`config.mk`:
```
export PLATFORM = sky130hd
export DESIGN_NAME = mips_mc_control_flat
export DESIGN_NICKNAME = d
export VERILOG_FILES = /design/src/rtl/mips_mc_control_if.sv /design/src/rtl/mips_mc_control.sv /design/src/flat_wrapper.sv
export SDC_FILE = /design/constraint.sdc
export NUM_CORES = 1
export LEC_CHECK = 0
export BUFFER_PORTS_ARGS = -buffer_cell sky130_fd_sc_hd__buf_2
export CAP_MARGIN = 30
export CORE_MARGIN = 2
export CORE_UTILIZATION = 25
export CTS_BUF_LIST = sky130_fd_sc_hd__clkbuf_16
export DETAILED_ROUTE_END_ITERATION = 10
export GPL_ROUTABILITY_DRIVEN = 0
export GPL_TIMING_DRIVEN = 0
export PLACE_DENSITY = 0.5
export SYNTH_ARGS = -nofsm -noshare
export SYNTH_HDL_FRONTEND = slang
export SYNTH_SLANG_ARGS = --single-unit
export TNS_END_PERCENT = 100
```
`constraint.sdc`:
```
create_clock -name clk -period 3.3 [get_ports clk]
set_clock_uncertainty 0.15 [all_clocks]
set_input_delay 0 -clock clk [delete_from_list [all_inputs] [get_ports clk]]
set_output_delay 0 -clock clk [all_outputs]
set_load 0.02 [all_outputs]
```
`src/rtl/mips_mc_control_if.sv`:
```
// Purpose: control-to-datapath bundle for the multicycle MIPS main control FSM.
// Latency: none; this is a wiring bundle.
// Backpressure: mem_ready from memory stalls the FSM in its memory states.
// Ports: opcode/zero/mem_ready flow datapath->control; enables, mux selects,
//        alu_op, illegal, state and retired flow control->datapath.
interface mips_mc_control_if #(
  parameter int CNT_W = 16
);
  logic [5:0]       opcode;
  logic             zero;
  logic             mem_ready;
  logic             pc_en;
  logic             ir_write;
  logic             iord;
  logic             mem_read;
  logic             mem_write;
  logic             reg_write;
  logic             reg_dst;
  logic             mem_to_reg;
  logic             alu_src_a;
  logic [1:0]       alu_src_b;
  logic [1:0]       pc_source;
  logic [2:0]       alu_op;
  logic             illegal;
  logic [3:0]       state;
  logic [CNT_W-1:0] retired;

  // master = control FSM, slave = datapath/memory side
  modport master (
    input  opcode, zero, mem_ready,
    output pc_en, ir_write, iord, mem_read, mem_write, reg_write, reg_dst,
           mem_to_reg, alu_src_a, alu_src_b, pc_source, alu_op, illegal,
           state, retired
  );

  modport slave (
    output opcode, zero, mem_ready,
    input  pc_en, ir_write, iord, mem_read, mem_write, reg_write, reg_dst,
           mem_to_reg, alu_src_a, alu_src_b, pc_source, alu_op, illegal,
           state, retired
  );
endinterface

```
`src/rtl/mips_mc_control.sv`:
```
// Purpose: multicycle MIPS main control FSM with retired-instruction counter.
// Latency: controls are combinational from state; CPI lw=5, sw/R/I=4, br/j=3.
// Backpressure: FETCH, MEMRD and MEMWR hold their requests until mem_ready.
// Ports: clk, rst_n (async active-low), bus (mips_mc_control_if.master).
module mips_mc_control #(
  parameter int CNT_W = 16
) (
  input  logic                clk,
  input  logic                rst_n,
  mips_mc_control_if.master   bus
);

  typedef enum logic [3:0] {
    S_FETCH   = 4'd0,
    S_DECODE  = 4'd1,
    S_MEMADR  = 4'd2,
    S_MEMRD   = 4'd3,
    S_MEMWB   = 4'd4,
    S_MEMWR   = 4'd5,
    S_RTEXE   = 4'd6,
    S_ALUWB   = 4'd7,
    S_IEXE    = 4'd8,
    S_BRANCH  = 4'd9,
    S_JUMP    = 4'd10,
    S_ILLEGAL = 4'd11
  } state_t;

  localparam logic [5:0] OP_R    = 6'b000000;
  localparam logic [5:0] OP_LW   = 6'b100011;
  localparam logic [5:0] OP_SW   = 6'b101011;
  localparam logic [5:0] OP_BEQ  = 6'b000100;
  localparam logic [5:0] OP_BNE  = 6'b000101;
  localparam logic [5:0] OP_ADDI = 6'b001000;
  localparam logic [5:0] OP_ANDI = 6'b001100;
  localparam logic [5:0] OP_ORI  = 6'b001101;
  localparam logic [5:0] OP_SLTI = 6'b001010;
  localparam logic [5:0] OP_J    = 6'b000010;

  state_t           state_q;
  logic [CNT_W-1:0] retired_q;
  logic             illegal_q;
  logic             retire;

  // High on the cycle whose closing edge leaves a retiring state.
  always_comb begin
    case (state_q)
      S_MEMWB, S_ALUWB, S_BRANCH, S_JUMP: retire = 1'b1;
      S_MEMWR:                            retire = bus.mem_ready;
      default:                            retire = 1'b0;
    endcase
  end

  always_ff @(posedge clk or negedge rst_n) begin
    if (!rst_n) begin
      state_q   <= S_FETCH;
      retired_q <= '0;
      illegal_q <= 1'b0;
    end else begin
      if (retire) retired_q <= retired_q + 1'b1;
      case (state_q)
        S_FETCH:  if (bus.mem_ready) state_q <= S_DECODE;
        S_DECODE: begin
          case (bus.opcode)
            OP_LW, OP_SW:                     state_q <= S_MEMADR;
            OP_R:                             state_q <= S_RTEXE;
            OP_ADDI, OP_ANDI, OP_ORI, OP_SLTI: state_q <= S_IEXE;
            OP_BEQ, OP_BNE:                   state_q <= S_BRANCH;
            OP_J:                             state_q <= S_JUMP;
            default: begin
              state_q   <= S_ILLEGAL;
              illegal_q <= 1'b1;
            end
          endcase
        end
        S_MEMADR: state_q <= (bus.opcode == OP_LW) ? S_MEMRD : S_MEMWR;
        S_MEMRD:  if (bus.mem_ready) state_q <= S_MEMWB;
        S_MEMWR:  if (bus.mem_ready) state_q <= S_FETCH;
        S_RTEXE, S_IEXE:                     state_q <= S_ALUWB;
        S_MEMWB, S_ALUWB, S_BRANCH, S_JUMP:  state_q <= S_FETCH;
        // Only a reset leaves ILLEGAL.
        S_ILLEGAL: state_q <= S_ILLEGAL;
        default:   state_q <= S_FETCH;
      endcase
    end
  end

  logic       pc_en, ir_write, iord, mem_read, mem_write, reg_write;
  logic       reg_dst, mem_to_reg, alu_src_a;
  logic [1:0] alu_src_b, pc_source;
  logic [2:0] alu_op;

  always_comb begin
    pc_en      = 1'b0;
    ir_write   = 1'b0;
    iord       = 1'b0;
    mem_read   = 1'b0;
    mem_write  = 1'b0;
    reg_write  = 1'b0;
    reg_dst    = 1'b0;
    mem_to_reg = 1'b0;
    alu_src_a  = 1'b0;
    alu_src_b  = 2'b00;
    pc_source  = 2'b00;
    alu_op     = 3'b000;
    // The state register resets to FETCH, which would otherwise raise
    // mem_read while reset is still held.
    if (rst_n) begin
      case (state_q)
        S_FETCH: begin
          mem_read  = 1'b1;
          alu_src_b = 2'b01;
          ir_write  = bus.mem_ready;
          pc_en     = bus.mem_ready;
        end
        S_DECODE: alu_src_b = 2'b11;
        S_MEMADR: begin
          alu_src_a = 1'b1;
          alu_src_b = 2'b10;
        end
        S_MEMRD: begin
          mem_read = 1'b1;
          iord     = 1'b1;
        end
        S_MEMWB: begin
          reg_write  = 1'b1;
          mem_to_reg = 1'b1;
        end
        S_MEMWR: begin
          mem_write = 1'b1;
          iord      = 1'b1;
        end
        S_RTEXE: begin
          alu_src_a = 1'b1;
          alu_op    = 3'b111;
        end
        S_IEXE: begin
          alu_src_a = 1'b1;
          alu_src_b = 2'b10;
          case (bus.opcode)
            OP_ANDI: alu_op = 3'b100;
            OP_ORI:  alu_op = 3'b101;
            OP_SLTI: alu_op = 3'b001;
            default: alu_op = 3'b000;
          endcase
        end
        S_ALUWB: begin
          reg_write = 1'b1;
          reg_dst   = (bus.opcode == OP_R);
        end
        S_BRANCH: begin
          alu_src_a = 1'b1;
          alu_op    = 3'b010;
          pc_source = 2'b01;
          // ALUOut holds the target computed in DECODE; the subtract sets zero.
          pc_en     = (bus.opcode == OP_BNE) ? !bus.zero : bus.zero;
        end
        S_JUMP: begin
          pc_source = 2'b10;
          pc_en     = 1'b1;
        end
        default: ;
      endcase
    end
  end

  assign bus.pc_en      = pc_en;
  assign bus.ir_write   = ir_write;
  assign bus.iord       = iord;
  assign bus.mem_read   = mem_read;
  assign bus.mem_write  = mem_write;
  assign bus.reg_write  = reg_write;
  assign bus.reg_dst    = reg_dst;
  assign bus.mem_to_reg = mem_to_reg;
  assign bus.alu_src_a  = alu_src_a;
  assign bus.alu_src_b  = alu_src_b;
  assign bus.pc_source  = pc_source;
  assign bus.alu_op     = alu_op;
  assign bus.illegal    = illegal_q;
  assign bus.state      = state_q;
  assign bus.retired    = retired_q;

endmodule

```
`src/flat_wrapper.sv`:
```
// flat-port wrapper written by rule: the top's interface ports become plain ports
module mips_mc_control_flat 
#(
  parameter int CNT_W = 16
)
  (clk, rst_n, bus_opcode, bus_zero, bus_mem_ready, bus_pc_en, bus_ir_write, bus_iord, bus_mem_read, bus_mem_write, bus_reg_write, bus_reg_dst, bus_mem_to_reg, bus_alu_src_a, bus_alu_src_b, bus_pc_source, bus_alu_op, bus_illegal, bus_state, bus_retired);
  mips_mc_control_if #(.CNT_W(CNT_W)) bus_i ();
  input  logic clk;
  input  logic rst_n;
  input wire logic [$bits(bus_i.opcode)-1:0] bus_opcode;
  input wire logic [$bits(bus_i.zero)-1:0] bus_zero;
  input wire logic [$bits(bus_i.mem_ready)-1:0] bus_mem_ready;
  output wire logic [$bits(bus_i.pc_en)-1:0] bus_pc_en;
  output wire logic [$bits(bus_i.ir_write)-1:0] bus_ir_write;
  output wire logic [$bits(bus_i.iord)-1:0] bus_iord;
  output wire logic [$bits(bus_i.mem_read)-1:0] bus_mem_read;
  output wire logic [$bits(bus_i.mem_write)-1:0] bus_mem_write;
  output wire logic [$bits(bus_i.reg_write)-1:0] bus_reg_write;
  output wire logic [$bits(bus_i.reg_dst)-1:0] bus_reg_dst;
  output wire logic [$bits(bus_i.mem_to_reg)-1:0] bus_mem_to_reg;
  output wire logic [$bits(bus_i.alu_src_a)-1:0] bus_alu_src_a;
  output wire logic [$bits(bus_i.alu_src_b)-1:0] bus_alu_src_b;
  output wire logic [$bits(bus_i.pc_source)-1:0] bus_pc_source;
  output wire logic [$bits(bus_i.alu_op)-1:0] bus_alu_op;
  output wire logic [$bits(bus_i.illegal)-1:0] bus_illegal;
  output wire logic [$bits(bus_i.state)-1:0] bus_state;
  output wire logic [$bits(bus_i.retired)-1:0] bus_retired;
  assign bus_i.opcode = bus_opcode;
  assign bus_i.zero = bus_zero;
  assign bus_i.mem_ready = bus_mem_ready;
  assign bus_pc_en = bus_i.pc_en;
  assign bus_ir_write = bus_i.ir_write;
  assign bus_iord = bus_i.iord;
  assign bus_mem_read = bus_i.mem_read;
  assign bus_mem_write = bus_i.mem_write;
  assign bus_reg_write = bus_i.reg_write;
  assign bus_reg_dst = bus_i.reg_dst;
  assign bus_mem_to_reg = bus_i.mem_to_reg;
  assign bus_alu_src_a = bus_i.alu_src_a;
  assign bus_alu_src_b = bus_i.alu_src_b;
  assign bus_pc_source = bus_i.pc_source;
  assign bus_alu_op = bus_i.alu_op;
  assign bus_illegal = bus_i.illegal;
  assign bus_state = bus_i.state;
  assign bus_retired = bus_i.retired;
  mips_mc_control #(.CNT_W(CNT_W)) u_core (.clk(clk), .rst_n(rst_n), .bus(bus_i));
endmodule
```
==> impl_metrics.py <==
metrics = {
    "yosys": {
        "synth_ff_type": "dfrtp_1",
        "synth_compound_area_share_pct": 13.5,
        "ys_types": 54,
        "synth-simple-area-share_pct": 40.4,
        "synth-async-reset-ratio_pct": 100,
        "synth_xor_area_share_pct": 8.61,
        "synth_area_um2": 1730,
        "yosysTopAreaCellShare_pct": 30.4,
        "synth-seq-cells": 21,
        "syn_nets": 194,
        "syn_inst": 183,
        "synth_mux_area_share_pct": 1.30,
        "synth-adder-area-share_pct": 0.724,
        "synth_edf_count": 0,
        "synth-seq-area-share_pct": 30.4,
        "synth_top_family_by_area": "simple AND/OR/NAND/NOR gates",
        "synth_warnings": 0,
        "synthTopCellsByArea": "dfrtp_1 30%, nor4b_2 8.7%, xor2_1 8.1%",
        "syn_avg_cell_area_um2": 9.45,
        "yosys.area.top_type": "dfrtp_1",
    },
    "routing": {
        "drc": 0,
        "drtIter0Drc": 55,
        "wl_met3_um": 197,
        "routed.top_layer": "met4",
        "routed_via_density": 5.17,
        "wl_met1_mm": 2.20,
        "ant_nets": 0,
        "routed-wl-met2_mm": 2.24,
        "vias": 1623,
        "wl_per_cell_um": 14.8,
        "drt_wl_total_mm": 4.66,
        "dr.pass1.iters": 4,
    },
    "layout": {
        "nets": 246,
        "areaGrowthSynthToFinish_pct": 24.6,
        "drive_gt1_share_pct": 33.8,
        "fillers": 719,
        "design_area_um2": 2150,
        "antenna_cells": 0,
    },
    "cts": {
        "cts_sinks": 21,
        "cts_max_level": 1,
        "post_cts_buffers": 0,
        "cts.clk_slew.worst_paths_ns": 0.06,
        "root_buffer": "clkbuf_16",
        "cts_buffers": 3,
        "clk_latency_ns": 0.25,
        "cts_tree": "yes",
        "clockBufferDepth": 2,
    },
    "timing": {
        "fin_crit_sh_pct": 61.6,
        "final.setup.tns_ns": 0,
        "rsz0062_at_grt": "false",
        "fmax_ghz": 0.492,
        "fin_crit_ns": 2.03,
        "slew_headroom_pct": 59.6,
        "setup_viol": 0,
        "finalHoldViolations": 0,
        "drv_slew": 0,
        "worst_pin_slew_ns": 0.607,
    },
    "min_path": {
        "hold_path.startpoint": "bus_opcode[5]",
        "min_delay_worst_endpoint": "u_core.bus.illegal",
        "hold_path_class": "in -> reg",
        "min_path_cells": 3,
    },
    "setup_path": {
        "cp.arrival_ns": 1.88,
        "r2r_cells": 6,
        "critPathLaunchType": "flop",
        "crit_start": "u_core.bus.state[1]",
        "rrSetupSlack_ns": 1.37,
        "cp.required_ns": 3.15,
        "r2r_end": "u_core.bus.retired[9]",
        "timing.rr.start": "u_core.bus.state[3]",
        "endpoint_kind": "primary output",
        "critPathMaxFanout": 10,
        "path_class": "reg -> out",
    },
    "power": {
        "internal_power_w": 0.000853,
        "combPwrFrac_pct": 60.2,
        "p_total_w": 0.00166,
        "seqPwrFrac_pct": 24.2,
        "clock_power_share_pct": 15.6,
        "p_switching_w": 0.000809,
        "p_leak_nw": 0.997,
        "ir_drop_v": 0.000180,
        "swShare_pct": 48.7,
        "p_per_area_nw_per_um2": 771,
    },
    "placed_design": {
        "place_area_um2": 2050,
        "dpl.hpwl_mm": 3.33,
        "port_buffers": 45,
    },
    "grt": {
        "grt_pass1_wl_mm": 7.67,
        "gr-total-overflow": 0,
        "grt_pass1_vias": 1536,
        "grt_use_total_pct": 12.4,
        "grt_start_max_net_pins": 29,
        "antenna_found_initial": 0,
    },
    "die": {
        "die_area_um2": 7600,
        "core_um2": 6760,
        "initial_core_util_pct": 25.6,
        "die_h_um": 87.2,
        "fp.dieW_um": 87.2,
        "io_pins": 47,
        "num_rows": 30,
    },
    "outcome": {
        "status": "complete, no violations",
    },
    "run": {
        "cap_violations": 0,
    },
}
## how the worst max path moves through the flow
stage,endpoint,cells past startpoint
3_3_place_gp,u_core.bus.retired[6],6
2_1_floorplan,u_core.bus.retired[15],6
4_1_cts,bus_pc_en,7
3_5_place_dp,u_core.bus.retired[6],6
6_report,bus_pc_en,7
5_1_grt,bus_pc_en,7
## per-stage QoR
step | setup WS, ns | hold WS, ns | util (%) | std cells
2_1_floorplan | 1.41 | -0.446 | - | 183
3_3_place_gp | 1.40 | -0.0979 | 30.4 | 308
3_5_place_dp | 1.38 | -0.0945 | 30.4 | 308
4_1_cts | 1.25 | 0.00376 | 31.9 | 314
5_1_grt | 1.11 | 0.0244 | 31.9 | 314
6_report | 1.27 | 0.00754 | 31.9 | 314
## critical path, cell delays in order (launching register included)
cell     delay, ns
dfrtp_1       0.34
buf_2         0.22
buf_1         0.41
nor2_1        0.12
a21oi_1       0.17
nor3_1        0.06
a21o_1        0.15
buf_2         0.15
## power by group through the flow
stage | sequential [W] | combinational, W | clock [W]
2_1_floorplan | 0.000449 | 0.000686 | 0
3_3_place_gp | 0.000405 | 0.00100 | 0
3_5_place_dp | 0.000407 | 0.000999 | 0
4_1_cts | 0.000403 | 0.00101 | 0.000272
5_1_grt | 0.000415 | 0.00110 | 0.000282
6_report | 0.000402 | 0.00100 | 0.000260
## metal layers
metal | vias to the layer above | GRT usage (%)
met2 | 40 | 20.2
li1 | 783 | -
met3 | 2 | 1.42
met5 | - | 0
met4 | 0 | 2.94
met1 | 798 | 17.5
## cell type report
class	instances	area [um^2]	area share [%]
clock inverter	1	5.00	0.232
sequential	21	526	24.4
buffer	13	81.3	3.77
multi-input combinational	147	1110	51.7
inverter	2	7.51	0.348
clock buffer	3	75.1	3.48
tap	80	100	4.65
timing repair buffer	47	245	11.4
## repair_timing
action / 4_1_cts / 5_1_grt
gates resized for setup: 0 / 0
hold endpoints to repair: 22 / 0
hold buffers: 2 / 0
## layout by cell type (no fill, tap or decap), drive strengths merged, types with 7 or more instances in the layout
cell type,instances
nand4,9
a21oi,7
nor3,8
nor2,16
nand2b,9
xor2,16
nor4b,11
dfrtp,21
nand2,7
buf,55
nand3,7
## cells in the mapped netlist, drive strengths merged (6+ instances only)
library cell and number:
dfrtp 21, nor2 16, xor2 16, nor4b 11, buf 10, nand2b 9, nand4 9, nor3 8
a21oi 7, nand2 7, nand3 7, nor2b 6
## sequential cells by signal (all words and copies together), names as in the netlist
signal,flops
u_core.bus.retired,16
u_core.bus.state,4
u_core.bus.illegal,1
## kinds of logic (layout without fill, tap and decap cells)
family | after synthesis | count (layout)
xor+xnor | 17 | 17
compound gates | 29 | 29
flops | 21 | 21
mux | 2 | 2
buf+inv | 15 | 66
fa+ha+maj | 1 | 1
simple gates | 98 | 98
(Power assumes the default switching activity.)
